## src/rtl/logic_unit_pipe.sv

```systemverilog
// Registered WIDTH-bit logic unit with XOR accumulator and a valid/ready output stage.
// Optional handshake counter (txn_count) enabled by defining LOGIC_UNIT_PIPE_STATS_EN.
module logic_unit_pipe #(
  parameter int              WIDTH    = 8,
  parameter logic [WIDTH-1:0] ACC_INIT = '0
) (
  input  logic             clk,
  input  logic             rst,
  input  logic             in_valid,
  output logic             in_ready,
  input  logic [WIDTH-1:0] a,
  input  logic [WIDTH-1:0] b,
  input  logic [2:0]       op,
  input  logic             acc_clr,
  output logic             out_valid,
  input  logic             out_ready,
  output logic [WIDTH-1:0] result,
  output logic             zero,
  output logic             parity,
  output logic [WIDTH-1:0] acc
`ifdef LOGIC_UNIT_PIPE_STATS_EN
  ,
  output logic [15:0]      txn_count
`endif
);

  typedef enum logic {EMPTY = 1'b0, FULL = 1'b1} state_t;

  state_t           state_reg, state_next;
  logic [WIDTH-1:0] result_reg, acc_reg, acc_next, acc_base, func;
  logic             zero_reg, parity_reg, accept;

  assign out_valid = (state_reg == FULL);
  assign in_ready  = !out_valid || out_ready;
  assign accept    = in_valid && in_ready;
  // A same-cycle clear is applied before the ACC XOR.
  assign acc_base  = acc_clr ? ACC_INIT : acc_reg;

  genvar gi;
  generate
    for (gi = 0; gi < WIDTH; gi++) begin : g_bit
      logic bit_val;
      always_comb begin
        case (op)
          3'd0:    bit_val = a[gi] & b[gi];
          3'd1:    bit_val = a[gi] | b[gi];
          3'd2:    bit_val = ~a[gi];
          3'd3:    bit_val = ~(a[gi] & b[gi]);
          3'd4:    bit_val = ~(a[gi] | b[gi]);
          3'd5:    bit_val = a[gi] ^ b[gi];
          3'd6:    bit_val = ~(a[gi] ^ b[gi]);
          default: bit_val = acc_base[gi] ^ a[gi];
        endcase
      end
      assign func[gi] = bit_val;
    end
  endgenerate

  always_comb begin
    state_next = state_reg;
    acc_next   = acc_reg;
    case (state_reg)
      EMPTY:   if (accept) state_next = FULL;
      FULL:    if (out_ready && !accept) state_next = EMPTY;
      default: state_next = EMPTY;
    endcase
    if (accept && op == 3'd7) acc_next = func;
    else if (acc_clr)         acc_next = ACC_INIT;
  end

  always_ff @(posedge clk) begin
    if (rst) begin
      state_reg  <= EMPTY;
      result_reg <= '0;
      zero_reg   <= 1'b1;
      parity_reg <= 1'b0;
      acc_reg    <= ACC_INIT;
    end else begin
      state_reg <= state_next;
      acc_reg   <= acc_next;
      if (accept) begin
        result_reg <= func;
        zero_reg   <= ~|func;
        parity_reg <= ^func;
      end
    end
  end

  assign result = result_reg;
  assign zero   = zero_reg;
  assign parity = parity_reg;
  assign acc    = acc_reg;

`ifdef LOGIC_UNIT_PIPE_STATS_EN
  logic [15:0] txn_count_reg;

  // Counts output handshakes, saturating rather than wrapping.
  always_ff @(posedge clk) begin
    if (rst)
      txn_count_reg <= 16'd0;
    else if (out_valid && out_ready && txn_count_reg != 16'hFFFF)
      txn_count_reg <= txn_count_reg + 16'd1;
  end

  assign txn_count = txn_count_reg;
`endif

endmodule

```

## config.mk

```make
export PLATFORM = sky130hd
export DESIGN_NAME = logic_unit_pipe
export DESIGN_NICKNAME = d
export VERILOG_FILES = /design/src/rtl/logic_unit_pipe.sv
export SDC_FILE = /design/constraint.sdc
export NUM_CORES = 1
export LEC_CHECK = 0
export CAP_MARGIN = 20
export CORE_UTILIZATION = 39
export DETAILED_ROUTE_END_ITERATION = 6
export GPL_TIMING_DRIVEN = 0
export PLACE_DENSITY = 0.73
export SYNTH_ARGS = -nofsm -noshare
export SYNTH_HDL_FRONTEND = slang
export SYNTH_SLANG_ARGS = --single-unit
```

## constraint.sdc

```tcl
create_clock -name clk -period 5.52 [get_ports clk]
set_clock_uncertainty 0.1 [all_clocks]
set_input_delay 1.656 -clock clk [delete_from_list [all_inputs] [get_ports clk]]
set_output_delay 1.656 -clock clk [all_outputs]
set_load 0.05 [all_outputs]
```

# ---- Yosys cells after proc, flatten, opt, wreduce, memory -nomap -nowiden
# Index checks and enable logic that the tools add are counted.
dict set report totals {
  output_inout_bits 20
  reg_bits 19
  ram_bits 0
  latchBits 0
  inputBits 24
  memories 0
  word_cells 100
  mem_bits_ro 0
}
dict set report classes {
  bitwise_logic 65
  n_lt_le_gt_ge 0
  addsub 0
  n_reduce_logical 10
  mul 0
  div 0
  eq_ne 7
  shifts 0
  mux 13
}
# operator count
set ops {}
lappend ops {{$pmux 1 s7} 8}
lappend ops {{$not 1->1} 33}
lappend ops {{$mux 8} 2}
lappend ops {{$xor 1x1->1} 16}
lappend ops {{$eq 3x3->1 const B} 4}
lappend ops {{$and 1x1->1} 8}
lappend ops {{$or 1x1->1} 8}
lappend ops {{$reduce_or 8->1} 1}
lappend ops {{$reduce_xor 8->1} 1}
lappend ops {{$eq 3x2->1 const B} 2}
lappend ops {{$eq 3x1->1 const B} 1}
lappend ops {{$logic_and 1x1->1} 3}
lappend ops {{$logic_not 1->1} 3}
lappend ops {{$logic_not 3->1} 1}
lappend ops {{$mux 1} 2}
lappend ops {{$pmux 1 s2} 1}
lappend ops {{$logic_or 1x1->1} 1}

# ---- Longest topological paths before layout
# Gate-level depths: netlist (run 1).
dict set report depth {
  word_depth 7
  ltp_mapped 10
  ltp_nobuf 10
}

# ---- Least setup slack after synthesis (run 1)
# No wires, ideal clock.
dict set report synth_path {
  path_kind {in2out}
  start {input out_ready}
  end {output in_ready}
  arrival_time_ns 1.975
  t_required_ns 3.764
  path_stages 1
  slack_ns 1.789
  path_cell_list {nand2b_2}
}
dict set report synth_between {
  elab_chain_len 1
}
# element line_no
set synth_lines {}
lappend synth_lines {{start, declared} 16} ;# input logic out_ready,
lappend synth_lines {{$logic_or 1x1->1} 34} ;# assign in_ready = !out_valid || out_ready;
lappend synth_lines {{end, declared} 10} ;# output logic in_ready,
# No other way between the ends.

# ---- Final worst setup path (run 1)
# Ends and elaborated chain as after synthesis.

==> report_table.html, run 1 <==
<table>
<tr><th>Metric</th><th>Value</th></tr>
<tr><th colspan="2">Cells and area</th></tr>
<tr><td>Most common cell after layout, fill and taps aside</td><td>sky130_fd_sc_hd__clkdlybuf4s50_1</td></tr>
<tr><td>Antenna diode count</td><td>0</td></tr>
<tr><td>Post-layout utilization of the core</td><td>53.0%</td></tr>
<tr><td>Share of cells above drive strength 1</td><td>a little under a tenth</td></tr>
<tr><td>Nets@finish</td><td>roughly 300</td></tr>
<tr><td>Cell area after layout</td><td>2310 sq um</td></tr>
<tr><td>Synth-to-layout area growth</td><td>30.6%</td></tr>
<tr><td>Combined area of the multi-input logic cells</td><td>1240 sq um</td></tr>
<tr><td>Commonest cells after routing, fill and taps aside</td><td>sky130_fd_sc_hd__clkdlybuf4s50_1 (43), sky130_fd_sc_hd__nor2b_1 (21), sky130_fd_sc_hd__ha_1 (20)</td></tr>
<tr><td>Filler-free cell count of the finished design</td><td>308</td></tr>
<tr><td>Layout filler cell count</td><td>between 400 and 500</td></tr>
<tr><td>Footprint of the flip-flops and latches</td><td>380 sq um</td></tr>
<tr><th colspan="2">Synthesis</th></tr>
<tr><td>Distinct cells, synth</td><td>37</td></tr>
<tr><td>Avg Synthesized Cell Area</td><td>8.45 sq um</td></tr>
<tr><td>Total of warnings raised by yosys</td><td>0</td></tr>
<tr><td>Cell area after synthesis</td><td>1770 sq um</td></tr>
<tr><td>Post-synthesis instance total</td><td>~210</td></tr>
<tr><td>Register area share after synthesis</td><td>21.5%</td></tr>
<tr><td>Flops &amp; latches, synth</td><td>19</td></tr>
<tr><td>Count of flip-flops with a built-in enable after synthesis</td><td>0</td></tr>
<tr><td>Share of async-settable or async-resettable flops after synthesis</td><td>0%</td></tr>
<tr><td>Synthesized netlist net count</td><td>253</td></tr>
<tr><td>Top flip-flop cell by instance count after synthesis</td><td>sky130_fd_sc_hd__dfxtp_1</td></tr>
<tr><th colspan="2">Clock network</th></tr>
<tr><td>CTS tree</td><td>done</td></tr>
<tr><td>Cell chosen for the clock root</td><td>sky130_fd_sc_hd__clkbuf_8</td></tr>
<tr><td>Num CTS Buffers</td><td>3</td></tr>
<tr><td>Post-CTS repair timing setup buffer count</td><td>0</td></tr>
<tr><td>Number of sinks on the clock net</td><td>19</td></tr>
<tr><td># hold bufs at CTS</td><td>0</td></tr>
<tr><td>Maximum clock path buffer count</td><td>2</td></tr>
<tr><td>CTS H-Tree Depth</td><td>1</td></tr>
<tr><td>Clock input transition at the sequential cells of the worst setup and hold paths</td><td>0.07 ns</td></tr>
<tr><td>Clock latency on the worst-skew pair</td><td>0.25 ns</td></tr>
<tr><td>CTS-repair resized insts</td><td>0</td></tr>
<tr><th colspan="2">GRT</th></tr>
<tr><td>Number of antenna violations at the first check in global routing</td><td>0</td></tr>
<tr><td>Maximum number of pins on one net before global-route repair</td><td>11</td></tr>
<tr><td>Global routing usage on met3</td><td>4.07%</td></tr>
<tr><td>Aggregate global routing overflow</td><td>0</td></tr>
<tr><td>Met2 Use GR</td><td>30.6%</td></tr>
<tr><td>Grt peak-use layer</td><td>met2</td></tr>
<tr><td>Global-route wire length before repair</td><td>7.38 mm</td></tr>
<tr><td>Number of global-route vias before repair</td><td>around 1600</td></tr>
<tr><td>Global router's overall resource usage</td><td>a little under a fifth</td></tr>
<tr><td>Met1 track demand over resource in global routing</td><td>25.1%</td></tr>
<tr><th colspan="2">Floorplan</th></tr>
<tr><td>Total Die Area</td><td>between 4000 and 5000 sq um</td></tr>
<tr><td>Top-Level Pins</td><td>44</td></tr>
<tr><td>Starting density of the core</td><td>between 40% and 50%</td></tr>
<tr><td>Floorplan die height</td><td>69.3 microns</td></tr>
<tr><td>Number of standard-cell rows in the floorplan</td><td>24</td></tr>
<tr><td>Core Area</td><td>4350 sq um</td></tr>
<tr><td>Overall die width</td><td>69.3 microns</td></tr>
<tr><th colspan="2">Min path</th></tr>
<tr><td>Worst hold path type</td><td>flop to flop</td></tr>
<tr><th colspan="2">Detailed routing</th></tr>
<tr><td>Final Routed Wirelength</td><td>4.39 mm</td></tr>
<tr><td>Final antenna-violating net count</td><td>0</td></tr>
<tr><td>Overall via count from detail_route</td><td>1681</td></tr>
<tr><td>Iteration-0 DRC Markers</td><td>between 90 and 100</td></tr>
<tr><td>Routed length per instance</td><td>14.3 microns</td></tr>
<tr><td>Number of iterations in the first detailed-routing pass</td><td>4</td></tr>
<tr><td>Remaining DRCs</td><td>0</td></tr>
<tr><td>Via density per instance</td><td>5.46</td></tr>
<tr><th colspan="2">Setup path</th></tr>
<tr><td>Critical path required time</td><td>3.76 ns</td></tr>
<tr><td>Largest fanout on the critical path</td><td>6</td></tr>
<tr><td>Category of the most critical setup path</td><td>input port to output pin</td></tr>
<tr><td>Slowest library cell on the worst path</td><td>sky130_fd_sc_hd__clkdlybuf4s50_1</td></tr>
<tr><td>Buffers plus inverters on the worst setup path</td><td>2</td></tr>
<tr><td>Worst setup slack for register-to-register paths</td><td>about 3.5 ns</td></tr>
<tr><td>Crit-path leading delay family</td><td>buffers and inverters</td></tr>
<tr><td>CP arrival</td><td>3.07 ns</td></tr>
<tr><td>Largest incremental delay on the critical path</td><td>0.81 ns</td></tr>
<tr><td>Most used cell, CP</td><td>sky130_fd_sc_hd__clkdlybuf4s50_1</td></tr>
<tr><td>Crit path cell chain</td><td>clkdlybuf4s50_1 -&gt; nand2b_2 -&gt; clkdlybuf4s50_1</td></tr>
<tr><td>Crit. End Element</td><td>output pin</td></tr>
<tr><td>CP Launch Type</td><td>input port</td></tr>
<tr><th colspan="2">STA</th></tr>
<tr><td>Number of hold violations in the final report</td><td>0</td></tr>
<tr><td>Accumulated negative setup slack</td><td>0 ns</td></tr>
<tr><td>Relative max-transition margin</td><td>60.6%</td></tr>
<tr><td>Max Freq</td><td>a little over 0.2 GHz</td></tr>
<tr><td>Period utilization</td><td>between 80% and 90%</td></tr>
<tr><td>RSZ-0062 raised after global routing</td><td>no</td></tr>
<tr><td>Worst-margin pin slew</td><td>just under 0.6 ns</td></tr>
<tr><td>Slew Viols, Final</td><td>0</td></tr>
<tr><td>Shortest period the worst path allows</td><td>slightly below 5 ns</td></tr>
<tr><td>Final setup violation count</td><td>0</td></tr>
<tr><th colspan="2">Placed design</th></tr>
<tr><td>Total placed cells including tap cells</td><td>304</td></tr>
<tr><td>Port-buffer cells</td><td>43</td></tr>
<tr><td>RD Place Congestion</td><td>~0.88</td></tr>
<tr><td>Dpl hpwl</td><td>3.39 mm</td></tr>
<tr><td>Area of placed instances</td><td>2260 sq um</td></tr>
<tr><th colspan="2">Power</th></tr>
<tr><td>Ratio of total power to cell area</td><td>191 nW/um^2</td></tr>
<tr><td>Reported leakage power</td><td>0.000957 uW</td></tr>
<tr><td>Maximum ir drop on the vdd rail</td><td>0.000171 V</td></tr>
<tr><th colspan="2">Run</th></tr>
<tr><td>Max_cap viols</td><td>0</td></tr>
<tr><th colspan="2">Run status</th></tr>
<tr><td>Result of the run</td><td>complete, no violations</td></tr>
</table>
per-layer routing:
metal,vias to the layer above,wire length (microns)
li1,827,-
met1,800,2090
met2,46,2070
met3,8,150
met4,0,70
met5,-,0
final timing paths:
check / start / end / cells past startpoint
hold / removal: zero / zero / 2
setup reg to reg: acc[2] / parity / 8
hold reg to reg: zero / zero / 2
setup / recovery: out_ready / in_ready / 3
synth_stat cells, types with 5 or more instances:
master | n | share of area (%)
sky130_fd_sc_hd__buf_2 | 5 | 1.4
sky130_fd_sc_hd__a21oi_1 | 15 | 4.2
sky130_fd_sc_hd__mux2_1 | 5 | 3.2
sky130_fd_sc_hd__inv_1 | 19 | 4.0
sky130_fd_sc_hd__nand2_1 | 9 | 1.9
sky130_fd_sc_hd__dfxtp_1 | 19 | 22
sky130_fd_sc_hd__ha_1 | 20 | 14
sky130_fd_sc_hd__nor2_1 | 10 | 2.1
sky130_fd_sc_hd__and2_1 | 9 | 3.2
sky130_fd_sc_hd__nor2b_1 | 21 | 7.4
sky130_fd_sc_hd__o21ai_1 | 7 | 2.0
sky130_fd_sc_hd__mux2i_1 | 8 | 4.5
sky130_fd_sc_hd__xnor2_1 | 11 | 5.5
sky130_fd_sc_hd__a311oi_2 | 5 | 4.2
sky130_fd_sc_hd__o22ai_1 | 7 | 2.5
sky130_fd_sc_hd__o32ai_1 | 7 | 3.5
final cells by class:
| type | instances | share of cell area (%) |
|---|---|---|
| inverters | 19 | 3.09 |
| flip-flops and latches | 19 | 16.5 |
| multi-input cells | 160 | 53.6 |
| repair buffers | 43 | 18.7 |
| well taps | 52 | 2.82 |
| clock buffers | 4 | 1.95 |
| plain buffers | 11 | 3.36 |
where the power goes:
group | switching [uW] | internal, uW | total (uW)
sequential | 4.56 | 146 | 151
clock | 44.8 | 51.3 | 96.1
combinational | 108 | 86.1 | 194
total | 157 | 284 | 441
cells by family after synthesis:
group | count (synthesis) | synth area share, %
compound gates | 54 | 22.6
flops | 19 | 21.5
xor+xnor | 11 | 5.45
simple gates | 60 | 18.6
mux | 15 | 9.21
buf+inv | 30 | 8.43
fa+ha+maj | 20 | 14.2
worst register-to-register path, cell delays in order, from the launching register on:
cell and delay (ns):
sky130_fd_sc_hd__dfxtp_1 0.34, sky130_fd_sc_hd__nor2b_1 0.22, sky130_fd_sc_hd__xnor2_1 0.09, sky130_fd_sc_hd__a21oi_1 0.28, sky130_fd_sc_hd__and2_1 0.18, sky130_fd_sc_hd__ha_1 0.24, sky130_fd_sc_hd__xnor2_1 0.21, sky130_fd_sc_hd__xnor2_1 0.10
sky130_fd_sc_hd__a211oi_1 0.23
metrics by stage:
stage | hold WS [ns] | setup slack [ns] | power [uW]
2_1_floorplan | 0.598 | 1.79 | 286
3_3_place_gp | 0.382 | 0.692 | 343
3_5_place_dp | 0.385 | 0.688 | 347
4_1_cts | 0.393 | 0.690 | 441
5_1_grt | 0.427 | 0.649 | 467
6_report | 0.392 | 0.697 | 441
(Power assumes the default switching activity.)
==> run 2: changes to the inputs <==
--- a/config.mk
+++ b/config.mk
@@ -7,6 +7,7 @@
 export LEC_CHECK = 0
 export CAP_MARGIN = 20
 export CORE_UTILIZATION = 39
+export CTS_CLUSTER_DIAMETER = 150
 export DETAILED_ROUTE_END_ITERATION = 6
 export GPL_TIMING_DRIVEN = 0
 export PLACE_DENSITY = 0.73
==> results of run 2 <==
Same layout as run 1: the final DEF is identical, and so are final timing and power.
